$ cat src/rtl/sort4_stream.sv
// Word-serial 4-entry descending sorter: load 4 words, 4 odd-even transposition phases, emit.
// Optional SORT4_TAG_EN adds out_tag carrying each word's original input position.
module sort4_stream #(
  parameter int WIDTH = 16,
  parameter int CNT_W = 8
) (
  input  logic             clk,
  input  logic             rst_n,
  input  logic             flush,
  input  logic             in_valid,
  input  logic [WIDTH-1:0] in_data,
  output logic             in_ready,
  output logic             out_valid,
  input  logic             out_ready,
  output logic [WIDTH-1:0] out_data,
  output logic             out_last,
  output logic [CNT_W-1:0] frame_cnt
`ifdef SORT4_TAG_EN
  ,
  output logic [1:0]       out_tag
`endif
);

  localparam logic [1:0] ST_LOAD = 2'd0;
  localparam logic [1:0] ST_SORT = 2'd1;
  localparam logic [1:0] ST_EMIT = 2'd2;

  logic [1:0]       state_q, state_d;
  logic [1:0]       wr_idx_q, wr_idx_d;
  logic [1:0]       rd_idx_q, rd_idx_d;
  logic [1:0]       phase_q, phase_d;
  logic             in_ready_q, in_ready_d;
  logic             out_valid_q, out_valid_d;
  logic [CNT_W-1:0] frame_cnt_q, frame_cnt_d;
  logic [WIDTH-1:0] buf_q [4];
  logic [WIDTH-1:0] buf_d [4];
`ifdef SORT4_TAG_EN
  logic [1:0]       tag_q [4];
  logic [1:0]       tag_d [4];
`endif

  always_comb begin
    state_d     = state_q;
    wr_idx_d    = wr_idx_q;
    rd_idx_d    = rd_idx_q;
    phase_d     = phase_q;
    in_ready_d  = in_ready_q;
    out_valid_d = out_valid_q;
    frame_cnt_d = frame_cnt_q;
    for (int i = 0; i < 4; i++) begin
      buf_d[i] = buf_q[i];
`ifdef SORT4_TAG_EN
      tag_d[i] = tag_q[i];
`endif
    end

    // flush outranks every handshake on the same edge, including the last-word one
    if (flush) begin
      state_d     = ST_LOAD;
      wr_idx_d    = 2'd0;
      rd_idx_d    = 2'd0;
      out_valid_d = 1'b0;
      in_ready_d  = 1'b1;
    end else begin
      case (state_q)
        ST_LOAD: begin
          in_ready_d = 1'b1;
          if (in_valid && in_ready_q) begin
            buf_d[wr_idx_q] = in_data;
`ifdef SORT4_TAG_EN
            tag_d[wr_idx_q] = wr_idx_q;
`endif
            if (wr_idx_q == 2'd3) begin
              in_ready_d = 1'b0;
              wr_idx_d   = 2'd0;
              phase_d    = 2'd0;
              state_d    = ST_SORT;
            end else begin
              wr_idx_d = wr_idx_q + 2'd1;
            end
          end
        end
        ST_SORT: begin
          // even phases touch pairs (0,1),(2,3); odd phases touch (1,2); strict < keeps ties stable
          for (int i = 0; i < 3; i++) begin
            if ((i[0] == phase_q[0]) && (buf_q[i] < buf_q[i+1])) begin
              buf_d[i]   = buf_q[i+1];
              buf_d[i+1] = buf_q[i];
`ifdef SORT4_TAG_EN
              tag_d[i]   = tag_q[i+1];
              tag_d[i+1] = tag_q[i];
`endif
            end
          end
          phase_d = phase_q + 2'd1;
          if (phase_q == 2'd3) begin
            state_d     = ST_EMIT;
            out_valid_d = 1'b1;
            rd_idx_d    = 2'd0;
          end
        end
        ST_EMIT: begin
          if (out_valid_q && out_ready) begin
            rd_idx_d = rd_idx_q + 2'd1;
            if (rd_idx_q == 2'd3) begin
              out_valid_d = 1'b0;
              frame_cnt_d = frame_cnt_q + CNT_W'(1);
              in_ready_d  = 1'b1;
              state_d     = ST_LOAD;
            end
          end
        end
        default: begin
          state_d = ST_LOAD;
        end
      endcase
    end
  end

  always_ff @(posedge clk or negedge rst_n) begin
    if (!rst_n) begin
      state_q     <= ST_LOAD;
      wr_idx_q    <= 2'd0;
      rd_idx_q    <= 2'd0;
      phase_q     <= 2'd0;
      in_ready_q  <= 1'b0;
      out_valid_q <= 1'b0;
      frame_cnt_q <= '0;
      for (int i = 0; i < 4; i++) begin
        buf_q[i] <= '0;
`ifdef SORT4_TAG_EN
        tag_q[i] <= 2'd0;
`endif
      end
    end else begin
      state_q     <= state_d;
      wr_idx_q    <= wr_idx_d;
      rd_idx_q    <= rd_idx_d;
      phase_q     <= phase_d;
      in_ready_q  <= in_ready_d;
      out_valid_q <= out_valid_d;
      frame_cnt_q <= frame_cnt_d;
      for (int i = 0; i < 4; i++) begin
        buf_q[i] <= buf_d[i];
`ifdef SORT4_TAG_EN
        tag_q[i] <= tag_d[i];
`endif
      end
    end
  end

  // Outputs decode straight from registers, so they stay stable under backpressure
  assign in_ready  = in_ready_q;
  assign out_valid = out_valid_q;
  assign out_data  = out_valid_q ? buf_q[rd_idx_q] : '0;
  assign out_last  = out_valid_q && (rd_idx_q == 2'd3);
  assign frame_cnt = frame_cnt_q;
`ifdef SORT4_TAG_EN
  assign out_tag   = out_valid_q ? tag_q[rd_idx_q] : 2'd0;
`endif

endmodule
$ cat config.mk
export PLATFORM = sky130hd
export DESIGN_NAME = sort4_stream
export DESIGN_NICKNAME = d
export VERILOG_FILES = /design/src/rtl/sort4_stream.sv
export SDC_FILE = /design/constraint.sdc
export NUM_CORES = 1
export LEC_CHECK = 0
export ABC_AREA = 1
export CAP_MARGIN = 0
export CORE_MARGIN = 3
export CORE_UTILIZATION = 58
export CTS_CLUSTER_DIAMETER = 100
export DETAILED_ROUTE_END_ITERATION = 8
export PLACE_DENSITY = 0.89
export SETUP_SLACK_MARGIN = 0.5
export SYNTH_ARGS = -nofsm -noshare
export SYNTH_HDL_FRONTEND = slang
export SYNTH_SLANG_ARGS = --single-unit
$ cat constraint.sdc
create_clock -name clk -period 5.45 [get_ports clk]
set_input_delay 0.545 -clock clk [delete_from_list [all_inputs] [get_ports clk]]
set_output_delay 0.545 -clock clk [all_outputs]
set_load 0.01 [all_outputs]
==> results of run 1 <==
worst max-delay path, cell delays in order, from the launching register on:
cell and delay (ns):
dfrtp_1 0.92, inv_1 0.65, a21oi_1 0.27, o21ai_0 0.11
a21oi_1 0.28, clkdlybuf4s50_1 0.59
power breakdown:
group | total (µW) | internal (µW) | switching, µW
logic | 2310 | 722 | 1590
clock network | 430 | 187 | 243
registers | 1010 | 772 | 242
layer usage:
layer  track usage  share of wire  vias up  wire length, µm
met5             0              0        -                0
met4         0.142          0.036        0              665
met3        0.0663           0.12       60             2180
met2         0.459           0.44      392             8210
met1         0.417           0.40     2928             7430
li1              -              -     3133                -
area by class of cell:
| cell class | count | area [µm²] | share of cell area |
|---|---|---|---|
| Inverter | 133 | 502 | 0.0706 |
| Multi-Input combinational cell | 685 | 3710 | 0.522 |
| Sequential cell | 82 | 2050 | 0.289 |
| Timing Repair Buffer | 50 | 490 | 0.0690 |
| Tap cell | 140 | 175 | 0.0246 |
| Clock inverter | 4 | 27.5 | 0.00387 |
| Clock buffer | 11 | 151 | 0.0213 |
state kept, by name, indices dropped and copies added (netlist names):
signal	cells
buf_q	64
phase_q	2
out_valid	1
state_q	2
wr_idx_q	2
rd_idx_q	2
in_ready	1
frame_cnt	8
per-stage QoR:
stage / power, µW / util / hold slack (ns)
after floorplan: 2730 / - / 0.249
after global placement: 3180 / 0.636 / 0.463
after detailed placement: 3250 / 0.636 / 0.468
after CTS: 3690 / 0.653 / 0.401
after global routing: 4080 / 0.653 / 0.446
final: 3750 / 0.653 / 0.367
cells in the final DEF, fill, tap and decap left out, types with 3 or more instances in the layout:
cell,Yosys,routed
nand2_1,240,240
inv_1,126,126
o21ai_0,93,93
dfrtp_1,82,82
nand3_1,70,70
a21oi_1,66,66
nor2_1,59,58
ha_1,52,52
clkdlybuf4s50_1,0,46
o21ai_1,30,30
nand4_1,19,19
o22ai_1,16,16
clkbuf_8,0,11
inv_2,4,4
nor3_1,4,4
xnor2_1,4,4
buf_4,2,4
nand2_4,3,3
clkinvlp_4,0,3
logic make-up (layout without fill, tap and decap cells):
kind of cell               Yosys count  in the layout  share of synthesized area
DFF                                 82             82                      0.316
buffers and inverters              180            198                      0.114
adders and majority gates           52             52                      0.100
AOI/OAI and AO/OA                  217            217                      0.179
muxes                                1              1                    0.00173
and+or+nand+nor                    409            409                      0.280
xor gates and xnor gates             6              6                    0.00809
path summary, 6_finish.rpt:
kind,start,end,cells after the start
max in group asynchronous,rst_n,buf_q[25]$_DFFE_PN0P_,1
min in group clk,frame_cnt[7]$_DFFE_PN0P_,frame_cnt[7]$_DFFE_PN0P_,1
worst max register to register,buf_q[31]$_DFFE_PN0P_,buf_q[17]$_DFFE_PN0P_,10
worst min register to register,frame_cnt[7]$_DFFE_PN0P_,frame_cnt[7]$_DFFE_PN0P_,1
worst min-delay path,rst_n,buf_q[0]$_DFFE_PN0P_,1
worst max-delay path,rd_idx_q[0]$_DFFE_PN0P_,out_data[14],5
==> results by group, run 1 <==
Global routing
  • First-pass GRT wire length: 30400 µm
  • GRT overflow: 0
  • Vias in the first global route: 6146
  • Total GRT Usage: 0.304
  • Initial antenna violation count: 0
  • Largest net degree at the start of global routing: 83

Clocking
  • Post-CTS Hold Fix Bufs: 0
  • H-Tree Depth: 3
  • Worst skew pair latency: 0.38 ns
  • CTS tree: built
  • CTS clk-pin slew, worst paths: 0.08 ns
  • Post_cts resized: 0
  • Clock sinks: 82
  • Cts bufs inserted: 9
  • Buffers inserted by post-CTS timing repair: 0
  • CTS Root Cell: clkbuf_8
  • Clock Tree Buf Depth: 2

Setup path
  • Endpoint class of the critical path: primary output
  • Crit path kind: reg -> out
  • Crit-path max FO: 34
  • Arr. time, crit path: 3.21 ns
  • WP data required: 4.91 ns
  • Startpoint Class: flop
  • Worst reg-to-reg setup slack: 2.15 ns

Synth
  • Synth top cells by count: 240 x nand2_1, 126 x inv_1, 93 x o21ai_0
  • Top-count cell post-synth: nand2_1
  • Synth area leader: dfrtp_1
  • Number of synthesized register bits: 82
  • Main area contributors after synthesis: dfrtp_1 32%, nand2_1 14%, ha_1 10%
  • EDFF count, synth: 0
  • Sequential share of the synthesized area: 0.316
  • Yosys warning total: 0
  • Async set-reset flop share out of synthesis: 1.00
  • Mapped Avg Cell Area: 6.86 µm²
  • Most used DFF post-synth: dfrtp_1
  • Synth Cell Area: 6490 µm²
  • Post-synthesis cell type count: 44
  • Share of Yosys cell area claimed by the top area cell type: 0.316
  • Syn nets: 1020
  • Cells after synthesis: 947

STA
  • Final worst-path cycle share: 0.688
  • Final setup violation count: 0
  • Post-route setup TNS: 0 ns
  • RSZ-0062 raised after global routing: false
  • Final hold vios: 0
  • Max Clk Rate: 267 MHz
  • Max Slew Vio Count: 0
  • Relative slew margins: 0.174
  • Slew @ Worst Pin: 1.24 ns
  • Final WS setup: 1.70 ns
  • Clk_skew: 0.0127 ns
  • Crit path time final: 3.75 ns

Place
  • Final HPWL DP: 12800 µm
  • GPL Wtd Cong: 0.959
  • Port bufs: 47
  • Placed cells: 1090
  • Placed inst area: 6930 µm²
  • Dpl ws: 2.22 ns

Detailed routing
  • Vias: 6513
  • TritonRoute pass-1 iters: 8
  • DRC viols: 0
  • Total wire length: 18500 µm
  • Avg WL per Cell: 16.7 µm
  • Via/cell ratio: 5.89
  • Final ANT Viol Nets: 0
  • Initial DRC count: 878

Finish
  • Layout cell share with drive strength beyond 1: 0.0477
  • Fin cells: 1105
  • Synth-to-Final Area Change: 9.42%
  • Fillcell total: 928
  • Antenna Cells: 0
  • Final net count: 1034
  • Cell area after layout: 7110 µm²

Power
  • LEAKAGE: 0.00326 µW
  • Maximum vdd drop: 0.304 mV
  • Pwr Density: 528 nW/µm²

Flow run
  • Max-cap violations: 0

Die
  • Initial core utilization: 0.597
  • Die ar.: 12500 µm²
  • Row count: 38
  • Die Wd: 112 µm
  • DIE HEIGHT: 112 µm
  • Num ports: 48
  • CORE AREA: 10900 µm²

Status
  • Status: completed

Hold path
  • Hold crit path type: in -> async
No activity file was read; power rests on OpenSTA's default activity.
==> run 2, diff against run 1 <==
==> constraint.sdc (replaced) <==
create_clock -name clk -period 3.6 [get_ports clk]
set_input_delay 0.36 -clock clk [delete_from_list [all_inputs] [get_ports clk]]
set_output_delay 0.36 -clock clk [all_outputs]
set_load 0.01 [all_outputs]
==> run 2 against run 1 <==
Compared with the run above: global-route usage is 0.87 points lower; first-iteration DRC count up 0.46%; clock-buffer cell count down 2; combinational power up 57%; die area is the same; critical path depth fell by 1; sequential share of layout area shrank 0.22 points; largest cell class unchanged.
==> results by group, run 2 (synthesized netlist as in run 1, its figures left out) <==
Finish
  • Core Util, Final: 0.658 (+0.00506)
  • Commonest non-fill, non-tap cells in the layout: 240 x nand2_1, 126 x inv_1, 93 x o21ai_0
  • Final net count: 1044 (+0.97%)
  • Antenna Cells: 0 (unchanged)
  • Synth-to-Final Area Change: 10.3%
  • Fillcell total: 973 (+4.8%)
  • Layout cell share with drive strength beyond 1: 0.0574 (+0.00977)
  • Commonest non-fill, non-tap cell in the layout: nand2_1
  • Top reg by flops: buf_q
  • Max reg flops: 64 (unchanged)

STA
  • Final hold vios: 0 (unchanged)
  • Relative slew margins: 0.383 (+0.209)
  • RSZ-0062 raised after global routing: false
  • Max Clk Rate: 336 MHz
  • Final setup violation count: 0 (unchanged)
  • Final worst-path cycle share: 0.828
  • Clk_skew: 0.0158 ns (+0.00308 ns)
  • Max Slew Vio Count: 0 (unchanged)
  • Slew @ Worst Pin: 0.924 ns (-0.315 ns)
  • Crit path time final: 2.98 ns
  • Post-route setup TNS: 0 ns (unchanged)

Clocking
  • Cts bufs inserted: 9 (unchanged)
  • Buffers inserted by post-CTS timing repair: 0 (unchanged)
  • CTS clk-pin slew, worst paths: 0.09 ns (about the same)
  • CTS Root Cell: clkbuf_8
  • Clock Tree Buf Depth: 2 (unchanged)
  • Clock sinks: 82 (unchanged)
  • Post_cts resized: 0 (unchanged)
  • CTS tree: built
  • H-Tree Depth: 3 (unchanged)
  • Worst skew pair latency: 0.37 ns (about the same)
  • Post-CTS Hold Fix Bufs: 0 (unchanged)

Setup path
  • Startpoint Class: flop
  • Ordered cell list for the critical path: inv_1 > o21ai_0 > a21oi_1 > clkdlybuf4s50_1
  • Arr. time, crit path: 2.62 ns (-0.59 ns)
  • Crit-path max FO: 34 (unchanged)
  • Crit path max-delay family: buffers and inverters
  • Endpoint class of the critical path: primary output
  • Slowest cell delay on critical path: 0.67 ns (-0.25 ns)
  • Crit path kind: reg -> out
  • WP data required: 3.24 ns (-1.67 ns)
  • Slowest-stage cell, CP: inv_1
  • Buf/Inv on CP: 2 (unchanged)

Power
  • Sequential power share: 0.252 (-0.018)
  • Psw: 3070 µW (+48%)
  • LEAKAGE: 0.00330 µW (+1.4%)
  • Pwr Density: 789 nW/µm² (+49%)
  • Sw frac: 0.544 (-0.00795)
  • P_int: 2580 µW (+53%)
  • Maximum vdd drop: 0.377 mV (+24%)
  • Gate power share: 0.643 (+0.028)
  • Clock share of power: 0.106 (-0.009)

Detailed routing
  • Final ANT Viol Nets: 0 (unchanged)
  • TritonRoute pass-1 iters: 5 (-3)
  • Vias: 6508 (-0.077%)
  • Initial DRC count: 882 (+0.46%)
  • Total wire length: 18200 µm (-1.4%)
  • DRC viols: 0 (unchanged)
  • Avg WL per Cell: 16.3 µm (-2.2%)
  • Via/cell ratio: 5.84 (-0.97%)

Die
  • CORE AREA: 10900 µm² (unchanged)
  • Initial core utilization: 0.597 (unchanged)
  • Die ar.: 12500 µm² (unchanged)
  • DIE HEIGHT: 112 µm (unchanged)
  • Die Wd: 112 µm (unchanged)
  • Row count: 38 (unchanged)
  • Num ports: 48 (unchanged)

Global routing
  • First-pass GRT wire length: 30100 µm (-1.0%)
  • Largest net degree at the start of global routing: 61 (-27%)
  • Initial antenna violation count: 0 (unchanged)
  • GRT overflow: 0 (unchanged)
  • Vias in the first global route: 6187 (+0.67%)
  • Total GRT Usage: 0.295 (-0.00874)

Place
  • Port bufs: 47 (unchanged)
  • GPL Wtd Cong: 0.935 (-2.5%)
  • Final HPWL DP: 13200 µm (+3.0%)

Status
  • Status: completed

Hold path
  • Hold crit path type: in -> async

Flow run
  • Max-cap violations: 0 (unchanged)
[run 2: changes by cell type in the layout (fill, tap and decap cells not counted), sizes merged]
cell / before / now
clkinvlp: 3 / 2
clkbuf: 11 / 9
clkinv: 3 / 6
buf: 4 / 14
[run 2: worst paths after layout]
path / startpoint / to / slack [ns] / cells after the start
worst max-delay path: rd_idx_q[0]$_DFFE_PN0P_ / out_data[14] / 0.62 / 4
worst min-delay path: rst_n / buf_q[1]$_DFFE_PN0P_ / 0.08 / 1
worst max register to register: buf_q[31]$_DFFE_PN0P_ / buf_q[31]$_DFFE_PN0P_ / 0.92 / 10
worst min register to register: frame_cnt[7]$_DFFE_PN0P_ / frame_cnt[7]$_DFFE_PN0P_ / 0.49 / 1
max in group asynchronous: rst_n / buf_q[31]$_DFFE_PN0P_ / 2.68 / 2
min in group clk: frame_cnt[7]$_DFFE_PN0P_ / frame_cnt[7]$_DFFE_PN0P_ / 0.49 / 1
[run 2: through the flow]
step           hold slack [ns]  total power, µW  instances  instance area [µm²]  worst slack [ns]
5_1_grt                  0.134             6140       1115                 7160             0.557
4_1_cts                  0.108             5580       1115                 7160             0.698
2_1_floorplan           0.0644             4140        947                 6490              1.67
3_5_place_dp             0.482             4980       1100                 7000              1.00
6_report                0.0779             5650       1115                 7160             0.620
3_3_place_gp             0.471             4870       1100                 7000              1.06
[run 2: cell type report]
cell class	instances	area, µm²	share of cell area
Clock buffer	9	124	0.0173
Clock inverter	6	35.0	0.00489
Inverter	133	502	0.0701
Multi-Input combinational cell	685	3710	0.518
Sequential cell	82	2050	0.287
Tap cell	140	175	0.0245
Timing Repair Buffer	60	566	0.0790
[run 2: layer usage]
layer / wire length [µm] / track usage
met4: 471 / 0.0998
met3: 2080 / 0.0625
met2: 8180 / 0.459
met1: 7490 / 0.411
met5: 0 / 0
[run 2: power groups by stage]
| stage | combinational, µW | clock (µW) | sequential, µW |
|---|---|---|---|
| 2_1_floorplan | 2790 | 0 | 1350 |
| 3_5_place_dp | 3550 | 0 | 1430 |
| 5_1_grt | 4060 | 630 | 1450 |
| 3_3_place_gp | 3450 | 0 | 1420 |
| 4_1_cts | 3570 | 598 | 1410 |
| 6_report | 3630 | 597 | 1420 |
==> run 3, diff against run 2 <==
==> constraint.sdc (replaced) <==
create_clock -name clk -period 3.1 [get_ports clk]
set_input_delay 0.31 -clock clk [delete_from_list [all_inputs] [get_ports clk]]
set_output_delay 0.31 -clock clk [all_outputs]
set_load 0.01 [all_outputs]
==> run 3 against run 2 <==
Compared with the run above: via count up 6.7%; clock-buffer cell count up 1; core utilization up 2.6 points; combinational power up 31%; total power up 27%; critical path depth up 7.
==> results by group, run 3 (synthesized netlist as in run 1, its figures left out) <==
Detailed routing
  • TritonRoute pass-1 iters: 6 (+1)
  • DRC viols: 0 (unchanged)
  • Vias: 6946 (+6.7%)
  • Initial DRC count: 1008 (+14%)
  • Final ANT Viol Nets: 0 (unchanged)
  • Via/cell ratio: 6.10 (+4.5%)
  • Total wire length: 20200 µm (+11%)
  • Avg WL per Cell: 17.7 µm (+8.3%)

Setup path
  • Arr. time, crit path: 2.84 ns (+0.22 ns)
  • Startpoint Class: flop
  • Crit path kind: reg -> reg
  • Worst reg-to-reg setup slack: 0.52 ns (-0.40 ns)
  • WP data required: 3.36 ns (+0.12 ns)
  • RR Endpoint: buf_q[23]$_DFFE_PN0P_
  • Crit-path max FO: 18 (-47%)
  • R2R Path Start: buf_q[11]$_DFFE_PN0P_
  • Worst Reg-to-Reg Cells: 11 (+1)
  • Endpoint class of the critical path: flop

Clocking
  • Clock Tree Buf Depth: 2 (unchanged)
  • Clock sinks: 82 (unchanged)
  • H-Tree Depth: 3 (unchanged)
  • CTS Root Cell: clkbuf_8
  • CTS tree: built
  • Worst skew pair latency: 0.38 ns (about the same)
  • CTS clk-pin slew, worst paths: 0.10 ns (about the same)
  • Cts bufs inserted: 9 (unchanged)
  • Post-CTS Hold Fix Bufs: 0 (unchanged)

Finish
  • Multi-input logic area: 3730 µm² (+0.61%)
  • Final net count: 1067 (+2.2%)
  • Storage element area: 2050 µm² (about the same)
  • Synth-to-Final Area Change: 14.6%
  • Commonest non-fill, non-tap cell in the layout: nand2_1
  • Core Util, Final: 0.684 (+0.0259)
  • Max reg flops: 64 (unchanged)
  • Antenna Cells: 0 (unchanged)
  • Fillcell total: 876 (-10%)
  • Top reg by flops: buf_q
  • Commonest non-fill, non-tap cells in the layout: 239 x nand2_1, 125 x inv_1, 93 x o21ai_0
  • Layout cell share with drive strength beyond 1: 0.0841 (+0.0266)

STA
  • Final hold vios: 0 (unchanged)
  • Clk_skew: 0.0209 ns (+0.00517 ns)
  • Max Clk Rate: 387 MHz
  • Final worst-path cycle share: 0.832
  • Relative slew margins: 0.261 (-0.122)
  • Final setup violation count: 0 (unchanged)
  • Slew @ Worst Pin: 1.11 ns (+0.184 ns)
  • Post-route setup TNS: 0 ns (unchanged)
  • Crit path time final: 2.58 ns
  • Max Slew Vio Count: 0 (unchanged)
  • RSZ-0062 raised after global routing: false

Die
  • Row count: 38 (unchanged)
  • Initial core utilization: 0.597 (unchanged)
  • DIE HEIGHT: 112 µm (unchanged)
  • Die Wd: 112 µm (unchanged)
  • Die ar.: 12500 µm² (unchanged)
  • CORE AREA: 10900 µm² (unchanged)
  • Num ports: 48 (unchanged)

Global routing
  • Vias in the first global route: 6233 (+0.74%)
  • Initial antenna violation count: 0 (unchanged)
  • Total GRT Usage: 0.313 (+0.0176)
  • GRT overflow: 0 (unchanged)
  • Largest net degree at the start of global routing: 83 (+36%)
  • First-pass GRT wire length: 31400 µm (+4.3%)

Status
  • Status: completed

Power
  • LEAKAGE: 0.00344 µW (+4.2%)
  • Pwr Density: 966 nW/µm² (+22%)
  • Maximum vdd drop: 0.577 mV (+53%)

Place
  • Port bufs: 47 (unchanged)
  • GPL Wtd Cong: 0.922 (-1.3%)
  • Final HPWL DP: 12900 µm (-2.1%)

Flow run
  • Max-cap violations: 0 (unchanged)

Hold path
  • Hold crit path type: in -> async
## run 3: cell count changes in the layout (fill, tap and decap cells not counted), moves of 2 or more
cell,previous run,this run
clkinv_4,0,2
buf_4,14,30
buf_12,0,4
clkinv_2,4,2
## run 3: cell type report
class | instances | area share
clock buffers | 10 | 0.0171
clock inverters | 6 | 0.00891
inverters | 133 | 0.0682
multi-input cells | 686 | 0.501
flip-flops and latches | 82 | 0.276
well taps | 140 | 0.0235
repair buffers | 81 | 0.104
repair inverters | 1 | 0.000672
## run 3: layer usage
metal	GRT usage	up-vias	part of all wire
met4	0.152	0	0.040
met1	0.433	3156	0.39
met3	0.0701	86	0.13
met2	0.464	509	0.44
met5	0	-	0
li1	-	3195	-
## run 3: per-stage QoR
stage	power [µW]	instance area [µm²]	hold slack (ns)	instances	setup WS (ns)
after global routing	7670	7440	0.184	1139	0.453
after detailed placement	5970	7020	0.465	1102	0.430
after floorplan	4800	6490	0.0144	947	1.17
final	7190	7440	0.0970	1139	0.519
after CTS	6830	7240	0.173	1120	0.572
after global placement	5860	7020	0.474	1102	0.457
## run 3: critical path: stages, from the launching register on
cell,delay [ns]
dfrtp_1,0.42
inv_1,0.07
ha_1,0.32
a21o_1,0.20
o21bai_1,0.20
nand2_2,0.12
nor2_8,0.32
nand2_8,0.20
nand3_4,0.19
nand2_4,0.19
nand2_1,0.14
o21ai_1,0.08
## run 3: timing repair
action,CTS,global route
resized for setup,4,4
pin swaps,1,4
gates cloned,1,1
setup endpoints to repair,33,51
buffers inserted,1,18
## run 3: power by group
group | total, µW | internal (µW) | switching [µW]
Combinational | 4740 | 1490 | 3250
Clock | 802 | 376 | 426
Sequential | 1650 | 1360 | 286
## run 3: how the worst max path moves through the flow
| stage | slack, ns | from | cells past startpoint | to |
|---|---|---|---|---|
| after floorplan | 1.17 | buf_q[31]$_DFFE_PN0P_ | 12 | buf_q[38]$_DFFE_PN0P_ |
| after global routing | 0.45 | buf_q[9]$_DFFE_PN0P_ | 12 | buf_q[23]$_DFFE_PN0P_ |
| final | 0.52 | buf_q[11]$_DFFE_PN0P_ | 11 | buf_q[23]$_DFFE_PN0P_ |
| after CTS | 0.57 | buf_q[5]$_DFFE_PN0P_ | 12 | buf_q[16]$_DFFE_PN0P_ |
| after detailed placement | 0.43 | buf_q[15]$_DFFE_PN0P_ | 10 | buf_q[15]$_DFFE_PN0P_ |
| after global placement | 0.46 | buf_q[15]$_DFFE_PN0P_ | 9 | buf_q[12]$_DFFE_PN0P_ |
